$ cat src/rtl/penalty_round_scheduler.sv
// -----------------------------------------------------------------------------
// penalty_round_scheduler
//
// Match-level sequencer for a penalty shootout. It alternates the local player
// between shooter and keeper roles, collects each round's result from the
// shooter/keeper round controllers, keeps both scores and kick counts, applies
// the regulation and sudden-death rules (with early termination), and reports
// match end and the winner.
//
// Ports:
//   clk, rst        system clock, synchronous active-high reset
//   start           pulse: begin a new match (honoured only in S_IDLE / S_OVER)
//   abort           pulse: return to S_IDLE and clear everything (top priority)
//   first_shooter   sampled on an accepted start: 1 = local player shoots first
//   sh_done         pulse: local kick finished; sh_scored valid in that cycle
//   gk_done         pulse: enemy kick finished; gk_conceded valid in that cycle
//   role            00 idle, 01 shooter, 10 keeper, 11 match over
//   round_start     one-cycle pulse on the first cycle of S_SHOOT / S_KEEP
//   score_player    local goals (saturating)
//   score_enemy     enemy goals (saturating)
//   kicks_player    local kicks taken (saturating at 31)
//   kicks_enemy     enemy kicks taken (saturating at 31)
//   sudden_death    set once both sides have taken ROUNDS kicks
//   match_over      level, high in S_OVER
//   player_won      valid while match_over is high
//   dbg_state       current FSM state, for checkers and debug
//
// Handshake: sh_done and gk_done are single-cycle strobes with no ready/back-
// pressure. A strobe is consumed only when the FSM is in the matching state
// (sh_done in S_SHOOT, gk_done in S_KEEP); in any other cycle it is dropped.
// The qualifier (sh_scored / gk_conceded) is only looked at in a consumed
// strobe cycle.
//
// All outputs are registered: the combinational block computes the next value
// of every register, and a single clocked block loads them.
// -----------------------------------------------------------------------------
module penalty_round_scheduler #(
  parameter int          ROUNDS     = 5,
  parameter logic [31:0] GAP_CYCLES = 32'd6_500_000,
  parameter int          SCORE_W    = 4
) (
  input  logic               clk,
  input  logic               rst,
  input  logic               start,
  input  logic               abort,
  input  logic               first_shooter,
  input  logic               sh_done,
  input  logic               sh_scored,
  input  logic               gk_done,
  input  logic               gk_conceded,
  output logic [1:0]         role,
  output logic               round_start,
  output logic [SCORE_W-1:0] score_player,
  output logic [SCORE_W-1:0] score_enemy,
  output logic [4:0]         kicks_player,
  output logic [4:0]         kicks_enemy,
  output logic               sudden_death,
  output logic               match_over,
  output logic               player_won,
  output logic [2:0]         dbg_state
);

  typedef enum logic [2:0] {
    S_IDLE  = 3'd0,
    S_GAP   = 3'd1,
    S_SHOOT = 3'd2,
    S_KEEP  = 3'd3,
    S_CHECK = 3'd4,
    S_OVER  = 3'd5
  } state_t;

  localparam logic [1:0] ROLE_IDLE  = 2'b00;
  localparam logic [1:0] ROLE_SHOOT = 2'b01;
  localparam logic [1:0] ROLE_KEEP  = 2'b10;
  localparam logic [1:0] ROLE_OVER  = 2'b11;

  localparam logic [4:0]         ROUNDS_K  = 5'(ROUNDS);
  localparam logic [4:0]         KICK_MAX  = 5'd31;
  localparam logic [SCORE_W-1:0] SCORE_MAX = '1;
  localparam logic [SCORE_W-1:0] SCORE_ONE = SCORE_W'(1);
  localparam logic [31:0]        GAP_LAST  = GAP_CYCLES - 32'd1;

  // Wide enough that score + remaining kicks can never overflow.
  localparam int CW = SCORE_W + 6;

  // ---------------------------------------------------------------------------
  // Registers and their next values
  // ---------------------------------------------------------------------------
  state_t             state,          state_d;
  logic [31:0]        gap_cnt,        gap_cnt_d;
  logic               next_is_shoot,  next_is_shoot_d;
  logic [1:0]         role_d;
  logic               round_start_d;
  logic [SCORE_W-1:0] score_player_d, score_enemy_d;
  logic [4:0]         kicks_player_d, kicks_enemy_d;
  logic               sudden_death_d, match_over_d, player_won_d;

  // ---------------------------------------------------------------------------
  // Match decision, evaluated on the registered (already updated) counters.
  // It is only acted upon in S_CHECK, which is entered one cycle after the
  // counters were bumped, so the values seen here include the last kick.
  // ---------------------------------------------------------------------------
  logic          regulation;
  logic [CW-1:0] sp_w, se_w, left_p, left_e;
  logic          player_ahead, enemy_ahead, decided;

  assign regulation = (kicks_player < ROUNDS_K) || (kicks_enemy < ROUNDS_K);
  assign sp_w       = CW'(score_player);
  assign se_w       = CW'(score_enemy);
  // Remaining kicks clamp at zero so a side that has finished cannot go negative.
  assign left_p     = (kicks_player >= ROUNDS_K) ? '0 : CW'(ROUNDS_K - kicks_player);
  assign left_e     = (kicks_enemy  >= ROUNDS_K) ? '0 : CW'(ROUNDS_K - kicks_enemy);
  // A side has won in regulation when the other cannot catch up even by
  // scoring every one of its remaining kicks.
  assign player_ahead = sp_w > (se_w + left_e);
  assign enemy_ahead  = se_w > (sp_w + left_p);
  // Sudden death is only settled once both sides have kicked the same number
  // of times; a lead after only one side's kick is not yet decisive.
  assign decided = regulation ? (player_ahead || enemy_ahead)
                              : ((kicks_player == kicks_enemy) &&
                                 (score_player != score_enemy));

  // ---------------------------------------------------------------------------
  // Next-state and next-output logic
  // ---------------------------------------------------------------------------
  always_comb begin
    state_d         = state;
    gap_cnt_d       = gap_cnt;
    next_is_shoot_d = next_is_shoot;
    role_d          = role;
    round_start_d   = 1'b0;
    score_player_d  = score_player;
    score_enemy_d   = score_enemy;
    kicks_player_d  = kicks_player;
    kicks_enemy_d   = kicks_enemy;
    sudden_death_d  = sudden_death;
    match_over_d    = match_over;
    player_won_d    = player_won;

    if (abort) begin
      state_d         = S_IDLE;
      gap_cnt_d       = '0;
      next_is_shoot_d = 1'b0;
      role_d          = ROLE_IDLE;
      score_player_d  = '0;
      score_enemy_d   = '0;
      kicks_player_d  = '0;
      kicks_enemy_d   = '0;
      sudden_death_d  = 1'b0;
      match_over_d    = 1'b0;
      player_won_d    = 1'b0;
    end else begin
      case (state)
        // A new match may start from idle or straight from the result screen.
        S_IDLE, S_OVER: begin
          if (start) begin
            state_d         = S_GAP;
            gap_cnt_d       = '0;
            next_is_shoot_d = first_shooter;
            role_d          = ROLE_IDLE;
            score_player_d  = '0;
            score_enemy_d   = '0;
            kicks_player_d  = '0;
            kicks_enemy_d   = '0;
            sudden_death_d  = 1'b0;
            match_over_d    = 1'b0;
            player_won_d    = 1'b0;
          end
        end

        // Idle pause between rounds; role keeps showing the last round.
        S_GAP: begin
          if (gap_cnt == GAP_LAST) begin
            gap_cnt_d     = '0;
            round_start_d = 1'b1;
            if (next_is_shoot) begin
              state_d = S_SHOOT;
              role_d  = ROLE_SHOOT;
            end else begin
              state_d = S_KEEP;
              role_d  = ROLE_KEEP;
            end
          end else begin
            gap_cnt_d = gap_cnt + 32'd1;
          end
        end

        S_SHOOT: begin
          if (sh_done) begin
            if (sh_scored && (score_player != SCORE_MAX)) begin
              score_player_d = score_player + SCORE_ONE;
            end
            if (kicks_player != KICK_MAX) begin
              kicks_player_d = kicks_player + 5'd1;
            end
            next_is_shoot_d = 1'b0;
            state_d         = S_CHECK;
          end
        end

        S_KEEP: begin
          if (gk_done) begin
            if (gk_conceded && (score_enemy != SCORE_MAX)) begin
              score_enemy_d = score_enemy + SCORE_ONE;
            end
            if (kicks_enemy != KICK_MAX) begin
              kicks_enemy_d = kicks_enemy + 5'd1;
            end
            next_is_shoot_d = 1'b1;
            state_d         = S_CHECK;
          end
        end

        S_CHECK: begin
          if (!regulation) begin
            sudden_death_d = 1'b1;
          end
          if (decided) begin
            state_d      = S_OVER;
            role_d       = ROLE_OVER;
            match_over_d = 1'b1;
            player_won_d = (score_player > score_enemy);
          end else begin
            state_d   = S_GAP;
            gap_cnt_d = '0;
          end
        end

        default: begin
          state_d = S_IDLE;
        end
      endcase
    end
  end

  // ---------------------------------------------------------------------------
  // State and output registers
  // ---------------------------------------------------------------------------
  always_ff @(posedge clk) begin
    if (rst) begin
      state         <= S_IDLE;
      gap_cnt       <= '0;
      next_is_shoot <= 1'b0;
      role          <= ROLE_IDLE;
      round_start   <= 1'b0;
      score_player  <= '0;
      score_enemy   <= '0;
      kicks_player  <= '0;
      kicks_enemy   <= '0;
      sudden_death  <= 1'b0;
      match_over    <= 1'b0;
      player_won    <= 1'b0;
    end else begin
      state         <= state_d;
      gap_cnt       <= gap_cnt_d;
      next_is_shoot <= next_is_shoot_d;
      role          <= role_d;
      round_start   <= round_start_d;
      score_player  <= score_player_d;
      score_enemy   <= score_enemy_d;
      kicks_player  <= kicks_player_d;
      kicks_enemy   <= kicks_enemy_d;
      sudden_death  <= sudden_death_d;
      match_over    <= match_over_d;
      player_won    <= player_won_d;
    end
  end

  assign dbg_state = state;

  // ---------------------------------------------------------------------------
  // Embedded invariants
  // ---------------------------------------------------------------------------
`ifndef SYNTHESIS
  // The result-screen flag and the "match over" role always travel together.
  a_over_role : assert property (@(posedge clk) disable iff (rst)
    match_over == (role == ROLE_OVER));

  // A round can only start in one of the two playing roles.
  a_round_start_role : assert property (@(posedge clk) disable iff (rst)
    round_start |-> ((role == ROLE_SHOOT) || (role == ROLE_KEEP)));

  // Playing states always show their own role.
  a_shoot_role : assert property (@(posedge clk) disable iff (rst)
    (state == S_SHOOT) |-> (role == ROLE_SHOOT));
  a_keep_role : assert property (@(posedge clk) disable iff (rst)
    (state == S_KEEP) |-> (role == ROLE_KEEP));
`endif

endmodule
$ cat config.mk
export PLATFORM = sky130hd
export DESIGN_NAME = penalty_round_scheduler
export DESIGN_NICKNAME = d
export VERILOG_FILES = /design/src/rtl/penalty_round_scheduler.sv
export SDC_FILE = /design/constraint.sdc
export NUM_CORES = 1
export LEC_CHECK = 0
export CORE_MARGIN = 3
export CORE_UTILIZATION = 30
export DETAILED_ROUTE_END_ITERATION = 10
export DONT_BUFFER_PORTS = 1
export PLACE_DENSITY_LB_ADDON = 0.3
export SLEW_MARGIN = 20
export SYNTH_ARGS = -nofsm -noshare
export SYNTH_HDL_FRONTEND = slang
export SYNTH_SLANG_ARGS = --single-unit
$ cat constraint.sdc
create_clock -name clk -period 7.5 [get_ports clk]
set_input_delay 0.75 -clock clk [delete_from_list [all_inputs] [get_ports clk]]
set_output_delay 0.75 -clock clk [all_outputs]
set_load 0.05 [all_outputs]
=== Yosys cells after proc, flatten, opt, wreduce, memory -nomap -nowiden ===
Cells that the tools add are included.

* Equality and inequality tests: 23
* Reduce and logical (&&, ||, !) cells: 24
* $lt $le $gt $ge: 7
* $add $sub $neg: 9
* Bitwise logic cells: 1
* Multiplexer cells: 45

{| class="wikitable"
|+ Operators by type and width
! cell !! number
|-
| $mux W32 || 3
|-
| $pmux W32 S3 || 1
|-
| $add A32 B1 Y32 const B || 1
|-
| $eq A32 B23 Y1 const B || 1
|-
| $reduce_and A4 Y1 || 7
|-
| $mux W5 || 5
|-
| $ne A2 B2 Y1 const B || 11
|-
| $add A4 B10 Y10 || 2
|-
| $gt A4 B10 Y1 || 2
|-
| $mux W10 || 2
|-
| $mux W4 || 5
|-
| $pmux W5 S2 || 2
|-
| $pmux W4 S2 || 2
|-
| $mux W3 || 5
|-
| $pmux W3 S5 || 1
|-
| $sub A3 B5 Y6 const A || 2
|-
| $add A5 B1 Y5 const B || 2
|-
| $ge A5 B3 Y1 const B || 2
|-
| $lt A5 B3 Y1 const B || 2
|-
| $mux W1 || 10
|-
| $ne A5 B5 Y1 const B || 2
|-
| $reduce_and A3 Y1 || 3
|-
| $add A4 B1 Y4 const B || 2
|-
| $mux W2 || 4
|-
| other kinds (18) || 30
|}

* Logic and storage cells: 121
* Register bits: 60
* Bits of input ports: 9
* Output and inout bits: 27

=== Longest topological paths before layout ===
Gate-level depths: netlist of run 1.

* Depth in word-level cells: 8
* Depth in mapped cells: 20
* Mapped depth without buffers: 18

=== Worst setup path before layout of run 1 ===
OpenSTA, ideal clock, no wires.

* Kind: flip-flop to flip-flop
* Start point: reg kicks_enemy[1]
* End point: reg gap_cnt[1]
* Buffers on the path: 2
* Clock period less this slack: 4.339 ns
* Arrival: 4.212 ns
* Stages on the path, launching flop included: 19
* Setup slack: 3.161 ns
* Library setup time: 0.128 ns
* Data required time: 7.372 ns
* Cells stage by stage: dfxtp_1 -> inv_1 -> ha_1 -> a211o_1 -> a21oi_2 -> nor2b_1 -> ha_1 -> inv_1 -> fa_1 -> xor2_1 -> ha_1 -> a41o_1 -> a221o_1 -> a21o_4 -> a21oi_2 -> buf_4 -> buf_4 -> mux2i_1 -> nor2_1

* Longest elaborated chain between the ends: 8
* Elaborated cells on any way between the ends: 13
* Those cells by class: add/sub: 2; order compare: 3; eq/ne: 2; mux: 2; reduce/logical: 4

{| class="wikitable"
|+ RTL lines
! element !! RTL line !! text
|-
| start, declared || 56 || <nowiki>output logic [4:0] kicks_enemy,</nowiki>
|-
| start signal, assigned || 262 || <nowiki>kicks_enemy <= kicks_enemy_d;</nowiki>
|-
| $sub A3 B5 Y6 or $ge A5 B3 Y1 (tied branches) || 112 || <nowiki>assign left_e = (kicks_enemy >= ROUNDS_K) ? '0 : CW'(ROUNDS_K - kicks_enemy);</nowiki>
|-
| $mux W10 || 112 ||
|-
| $add A4 B10 Y10 || 115 || <nowiki>assign player_ahead = sp_w > (se_w + left_e);</nowiki>
|-
| $gt A4 B10 Y1 || 115 ||
|-
| $logic_or A1 B1 Y1 || 119 || <nowiki>assign decided = regulation ? (player_ahead || enemy_ahead)</nowiki>
|-
| $mux W1 (*) || 119 ||
|-
| $ne A2 B2 Y1 (no source line) (*) || - ||
|-
| $reduce_and A3 Y1 (no source line) (*) || - ||
|-
| end signal, assigned || 255 || <nowiki>gap_cnt <= gap_cnt_d;</nowiki>
|-
| end, declared || 90 || <nowiki>logic [31:0] gap_cnt, gap_cnt_d;</nowiki>
|}

Every way passes the cells marked *; elsewhere a longest branch is shown, timed or not.
A chain may end at the register's enable or synchronous reset.

=== Worst setup path in the final report of run 1 ===
* Start point: reg kicks_enemy[1]
* End point: reg gap_cnt[17]

The elaborated chain is that of the path after synthesis.

==> results.txt, run 1 <==
----------------------------------------------------
[Clock network]
  Number of buffers added for setup after CTS ... 0
  Largest buffer count on any clock path ... 2
  Post-cts resize count ... 0
  Number of clock buffers inserted by TritonCTS ... 9
  Number of hold buffers added after cts ... 0
  Clock slew at reported path FFs ... 0.05 ns
  Number of H-tree levels ... 3
  Clock Sinks ... 60
  Clock insertion delay at the later pin of the skew report ... 0.33 ns
  Clock root buffer ... sky130_fd_sc_hd__clkbuf_16
  Clock tree from TritonCTS ... yes

[Logic synthesis]
  Commonest cells in the synthesized netlist ... sky130_fd_sc_hd__dfxtp_1 (60), sky130_fd_sc_hd__a21oi_1 (44), sky130_fd_sc_hd__nand2_1 (36)
  Avg Inst Size Synth ... 8.31 um^2
  Count of unique library cells instantiated by Yosys ... 68
  Sequential element share of the synthesized area ... 30.2%
  Synthesized net count ... 523
  Register bit total from synthesis ... 60
  Leading cell types by total area after synthesis ... sky130_fd_sc_hd__dfxtp_1 (30%), sky130_fd_sc_hd__ha_1 (10%), sky130_fd_sc_hd__a21oi_1 (5.5%), sky130_fd_sc_hd__nand2_1 (3.4%), sky130_fd_sc_hd__o31ai_1 (3.4%)
  Async S/R FF share, synth ... 0%
  Number of enable-type register cells in the synthesized netlist ... 0
  Area of the mapped netlist ... 3980 um^2
  Top cell type by total area after synthesis ... sky130_fd_sc_hd__dfxtp_1
  Most common flop cell mapped by yosys ... sky130_fd_sc_hd__dfxtp_1
  Top cell type's share of synthesized area ... 30.2%
  Yosys warning total ... 0
  Gate count after technology mapping ... 479
  Cell with the most instances after synthesis ... sky130_fd_sc_hd__dfxtp_1

[Die]
  Initial cell density of the core ... 31.2%
  Standard cell core area ... 12,800 um^2
  Area enclosed by the die boundary ... 14,700 um^2
  Horizontal die dimension ... 121 um
  Die outline height ... 121 um
  Ports placed on the boundary ... 36
  Row count ... 41

[Status]
  Outcome ... finished, final reports clean

[Hold path]
  Type of the tightest min-delay check ... flip-flop to flip-flop
  Startpoint of the lowest-slack hold path ... next_is_shoot
  Number of instances on the worst hold path ... 2
  Worst Hold End ... next_is_shoot

[Finish]
  Area growth from synthesis to layout ... 9.81%
  Antenna diode instance count ... 0
  # nets final ... 516
  Proportion of layout cells with a drive suffix above 1 ... 7.77%
  Final Instance Count excl. Fillers ... 648

[Power and ir drop]
  Part of the power in registers ... 44.2%
  Internal power ... 568 uW
  Areal power density over the cells ... 170 nW/um^2
  Clock power share ... 51.8%
  Switch share ... 23.3%
  Reported net switching power ... 173 uW
  Leakage dissipation ... 0.00154 uW
  Worst voltage drop across the vdd grid ... 0.107 mV
  Part of the power in combinational logic ... 4.0%

[STA]
  Upper clock frequency limit ... 0.209 GHz
  Fin. max-slew vios ... 0
  Sum of negative setup slack ... 0 ns
  Max-slew headroom at the worst pin ... 26.3%
  Hold Vio Cnt, Final ... 0
  Largest clock skew in the final design ... 0.00698 ns
  Transition time of the tightest slew-check pin ... 1.10 ns
  Crit share post-route ... 63.8%
  Unrepaired setup endpoints after global routing ... false
  Number of setup violations in the final report ... 0
  Period minus WS final ... 4.78 ns

[Setup path]
  Register-to-register path setup slack ... 2.72 ns
  Endpoint arrival time on the critical path ... 5.01 ns
  Maximum fanout count along the critical path ... 22
  Slowest library cell on the worst path ... sky130_fd_sc_hd__dfxtp_1
  FF-to-FF Start ... kicks_enemy[1]
  Critical path endpoint category ... flip-flop
  Critical Path Source Type ... flip-flop
  CP most frequent cell ... sky130_fd_sc_hd__ha_1
  Count of cells along the worst register-to-register path ... 18
  Worst path cell trace ... inv_1 -> ha_1 -> a211o_1 -> a21oi_2 -> nand2_1 -> inv_1 -> ha_1 -> a21o_1 -> a21oi_1 -> xor2_1 -> ha_1 -> a41o_1 -> a221o_1 -> a21o_4 -> a211oi_4 -> buf_6 -> nor4_1 -> o21ba_1
  Family with the most delay on the worst path ... compound AO/OA/AOI/OAI gates
  Crit path buffers/inverters ... 3
  Reg-to-Reg End ... gap_cnt[17]
  Slowest cell delay on critical path ... 0.85 ns
  Req. time, crit path ... 7.73 ns
  Startpoint-to-endpoint class of the critical path ... flip-flop to flip-flop

[Place]
  Instance count after placement with tap cells included ... 632
  Detailed placer's ending HPWL ... 7.26 mm
  Total of buffers placed on input and output ports ... 0
  Final GP Congestion ... 0.902

[Global route]
  Pin count of the biggest net entering global routing ... 33
  GRT Util Overall ... 14.3%
  Via count of the first global-routing pass ... 3,390
  Number of antenna violations at the first check in global routing ... 0
  Sum of overflow across all layers after global routing ... 0
  Wire length of the first global-routing pass ... 16.9 mm

[Run]
  Number of max-capacitance violations reported ... 0

[Detailed routing]
  Post-DR vias/cell ... 5.52
  Residual antenna-violating net count after detailed routing ... 0
  Number of DRC violations after detailed-routing iteration 0 ... 196
  Via count ... 3,575
  Number of optimization iterations in the first detailed-route pass ... 4
  Number of DRC violations after detailed routing ... 0
  Final WL ... 10.1 mm
  Wire per inst ... 15.6 um

----------------------------------------------------
## tightest hold or removal path, stage by stage (launching register included)
cell	delay (ns)
sky130_fd_sc_hd__dfxtp_1	0.32
sky130_fd_sc_hd__inv_1	0.06
sky130_fd_sc_hd__a21oi_1	0.05
## registers in the layout (all words and copies together) (netlist names), 2 cells and up
name          count
role              2
dbg_state         3
kicks_enemy       5
gap_cnt          32
kicks_player      5
score_player      4
score_enemy       4
## per-layer routing
layer	routed length, um	up-vias	part of all wire (%)	global-route usage (%)
met4	253	0	2.5	7.00
li1	-	1772	-	-
met2	4680	80	46	23.1
met5	0	-	0	0
met1	4710	1702	47	18.3
met3	455	21	4.5	2.89
## power groups by stage
stage / clock [uW] / combinational (uW) / sequential [uW]
5_1_grt: 404 / 33.3 / 328
3_5_place_dp: 0 / 29.1 / 334
2_1_floorplan: 0 / 24.8 / 332
6_report: 384 / 29.6 / 328
4_1_cts: 394 / 29.3 / 328
3_3_place_gp: 0 / 28.9 / 334
## cells by family (layout without fill, tap and decap cells)
logic type / after synthesis / after routing / synth area share, %
AOI/OAI and AO/OA: 125 / 125 / 20.9
xor gates and xnor gates: 19 / 19 / 4.18
adders and majority gates: 35 / 35 / 11.4
buffers and inverters: 41 / 38 / 5.31
DFF: 60 / 60 / 30.2
muxes: 5 / 5 / 1.29
and+or+nand+nor: 194 / 194 / 26.8
## cell type report
class,instances,area [um^2]
Clock buffer,11,253
Timing Repair Buffer,2,18.8
Sequential cell,60,1200
Inverter,21,78.8
Clock inverter,4,25.0
Fill cell,1347,8400
Multi-Input combinational cell,378,2580
Tap cell,172,215
## through the flow
stage	utilization, %	setup slack [ns]	power [uW]	hold WS (ns)	instance area [um^2]
6_report	34.2	2.72	741	0.482	4370
5_1_grt	34.2	2.31	765	0.503	4370
4_1_cts	34.1	2.36	751	0.483	4350
3_5_place_dp	31.9	2.36	364	0.477	4070
3_3_place_gp	31.9	2.50	363	0.467	4070
2_1_floorplan	-	3.16	357	0.450	3980
## cell usage in the layout, fill, tap and decap left out, drive strengths merged, types with 3 or more instances in the layout
cell,instances
dfxtp,60
a21oi,48
nand2,37
nor2,36
ha,33
o21ai,24
nand3,22
inv,20
o31ai,18
or4,17
xor2,14
nand4,14
or3,13
clkbuf,11
and3,8
and2,8
nor3,8
nor4,7
nor2b,5
xnor2,5
a22oi,5
and4,5
a21o,5
nand2b,5
mux2i,4
a31oi,4
or2,4
a211oi,3
clkinv,3
## worst max path at each step
stage	start	to	slack, ns	cells after the start
after global placement	kicks_enemy[1]	gap_cnt[11]	2.50	16
after floorplan	kicks_enemy[1]	gap_cnt[1]	3.16	18
after global routing	kicks_player[1]	gap_cnt[1]	2.31	17
after detailed placement	kicks_enemy[1]	gap_cnt[16]	2.36	16
after CTS	kicks_enemy[1]	gap_cnt[16]	2.36	16
final	kicks_enemy[1]	gap_cnt[17]	2.72	18
No activity file was read; power rests on OpenSTA's default activity.
==> run 2: changes to the inputs <==
- clock period: 7.5 -> 4.2 ns (I/O delays scaled with it)
==> run 2 against run 1 <==
Against the previous run:
- core utilization is 1.7 points higher
- largest cell class unchanged
- first-iteration DRC count decreased by 5.1%
- critical path type unchanged
- worst hold slack worse by 0.15 ns
- largest power group unchanged
==> results.txt, run 2 (synthesized netlist as in run 1, its figures left out) <==
----------------------------------------------------
[Status]
  Outcome ... finished, final reports clean

[Setup path]
  CP most frequent cell ... sky130_fd_sc_hd__ha_1
  Crit path buffers/inverters ... 3
  Critical path endpoint category ... flip-flop
  Worst path cell trace ... inv_1 -> ha_1 -> a211o_1 -> a21oi_2 -> nor2b_1 -> ha_1 -> inv_1 -> fa_1 -> xor2_1 -> ha_1 -> a41o_1 -> a221o_1 -> a21o_4 -> a211oi_1 -> o21ai_2 -> buf_4 -> o21ba_1
  Req. time, crit path ... 4.47 ns
  Maximum fanout count along the critical path ... 32
  Startpoint-to-endpoint class of the critical path ... flip-flop to flip-flop
  Critical Path Source Type ... flip-flop
  Endpoint arrival time on the critical path ... 4.17 ns
  Slowest cell delay on critical path ... 0.39 ns
  Family with the most delay on the worst path ... compound AO/OA/AOI/OAI gates
  Slowest library cell on the worst path ... sky130_fd_sc_hd__fa_1

[Die]
  Area enclosed by the die boundary ... 14,700 um^2
  Standard cell core area ... 12,800 um^2
  Ports placed on the boundary ... 36
  Die outline height ... 121 um
  Initial cell density of the core ... 31.2%
  Horizontal die dimension ... 121 um
  Row count ... 41

[STA]
  Sum of negative setup slack ... 0 ns
  Hold Vio Cnt, Final ... 0
  Crit share post-route ... 92.8%
  Largest clock skew in the final design ... 0.00546 ns
  Fin. max-slew vios ... 0
  Period minus WS final ... 3.90 ns
  Upper clock frequency limit ... 0.257 GHz
  Final Hold Slack ... 0.330 ns
  Transition time of the tightest slew-check pin ... 1.01 ns
  Unrepaired setup endpoints after global routing ... false
  Max-slew headroom at the worst pin ... 32.3%
  Number of setup violations in the final report ... 0

[Finish]
  Antenna diode instance count ... 0
  Commonest cells after routing, fill and taps aside ... sky130_fd_sc_hd__dfxtp_1 (58), sky130_fd_sc_hd__a21oi_1 (44), sky130_fd_sc_hd__nand2_1 (36)
  Biggest registers after layout ... gap_cnt: 32 flops, kicks_enemy: 5 flops, kicks_player: 5 flops
  Max reg flops ... 32
  Most frequent standard cell in the layout excluding fill and tap cells ... sky130_fd_sc_hd__dfxtp_1
  Largest reg by FF count ... gap_cnt
  Proportion of layout cells with a drive suffix above 1 ... 12.4%
  # nets final ... 540
  Area growth from synthesis to layout ... 15.2%
  Final Instance Count excl. Fillers ... 671
  Final cell utilization of the core ... 35.9%

[Power and ir drop]
  Part of the power in combinational logic ... 4.6%
  Leakage dissipation ... 0.00169 uW
  Areal power density over the cells ... 301 nW/um^2
  Reported net switching power ... 302 uW
  Pwr Total ... 1380 uW
  Clock power share ... 53.4%
  Switch share ... 21.9%
  Part of the power in registers ... 41.9%
  Worst voltage drop across the vdd grid ... 0.163 mV
  Internal power ... 1080 uW

[Global route]
  Pin count of the biggest net entering global routing ... 33
  Wire length of the first global-routing pass ... 17.4 mm
  Number of antenna violations at the first check in global routing ... 0
  Via count of the first global-routing pass ... 3,518
  Sum of overflow across all layers after global routing ... 0
  GRT Util Overall ... 14.6%

[Clock network]
  Number of clock buffers inserted by TritonCTS ... 9
  Clock slew at reported path FFs ... 0.05 ns
  Largest buffer count on any clock path ... 2
  Clock root buffer ... sky130_fd_sc_hd__clkbuf_16
  Clock insertion delay at the later pin of the skew report ... 0.33 ns
  Number of H-tree levels ... 3
  Clock tree from TritonCTS ... yes
  Clock Sinks ... 60

[Hold path]
  Type of the tightest min-delay check ... input port to flip-flop

[Place]
  Instance count after placement with tap cells included ... 655
  Detailed placer's ending HPWL ... 7.46 mm
  Total of buffers placed on input and output ports ... 0
  Final GP Congestion ... 0.798

[Detailed routing]
  Final WL ... 10.2 mm
  Via count ... 3,577
  Number of DRC violations after detailed routing ... 0
  Residual antenna-violating net count after detailed routing ... 0
  Number of DRC violations after detailed-routing iteration 0 ... 186
  Wire per inst ... 15.2 um
  Post-DR vias/cell ... 5.33
  Number of optimization iterations in the first detailed-route pass ... 5

[Run]
  Number of max-capacitance violations reported ... 0

----------------------------------------------------
-- run 2: path summary, 6_finish.rpt --
kind	slack, ns	depth (start not counted)	endpoint	start
setup / recovery	0.30	17	gap_cnt[17]	kicks_enemy[1]
hold / removal	0.33	3	next_is_shoot	abort
setup reg to reg	0.30	17	gap_cnt[17]	kicks_enemy[1]
hold reg to reg	0.49	2	gap_cnt[11]	gap_cnt[11]
-- run 2: layout make-up --
cell class,count,area [um^2]
Clock buffer,12,256
Timing Repair Buffer,26,220
Sequential cell,60,1200
Clock inverter,2,35.0
Inverter,21,78.8
Tap cell,172,215
Fill cell,1330,8190
Multi-Input combinational cell,378,2580
-- run 2: per-layer routing --
layer  part of all wire [%]  vias up  GRT usage, %  routed length, um
met5                      0        -             0                  0
met4                    2.0        0          6.44                207
met3                    4.4       15          2.94                448
met2                     48       74          23.8               4910
met1                     46     1674          18.8               4660
li1                       -     1814             -                  -
-- run 2: what timing repair did --
item / CTS / global route
gates resized for setup: 0 / 1
setup endpoints to repair: 0 / 8
hold buffers: 0 / 0
buffers inserted: 0 / 2
-- run 2: worst min-delay path: cells and delay by family --
kind            cells  cell delay, ns
simple gates        2            0.15
compound gates      1            0.04
-- run 2: through the flow --
step | instance area [um^2] | setup slack, ns
finish | 4590 | 0.303
global route | 4590 | 0.0285
CTS | 4570 | 0.190
detailed placement | 4270 | 0.204
global placement | 4270 | 0.323
floorplan | 3980 | 0.101
-- run 2: power groups by stage --
stage / clock network (uW) / registers (uW) / logic, uW
global route: 779 / 578 / 70.3
floorplan: 0 / 594 / 44.3
finish: 737 / 578 / 63.9
global placement: 0 / 590 / 62.8
detailed placement: 0 / 590 / 64.2
CTS: 754 / 578 / 64.4
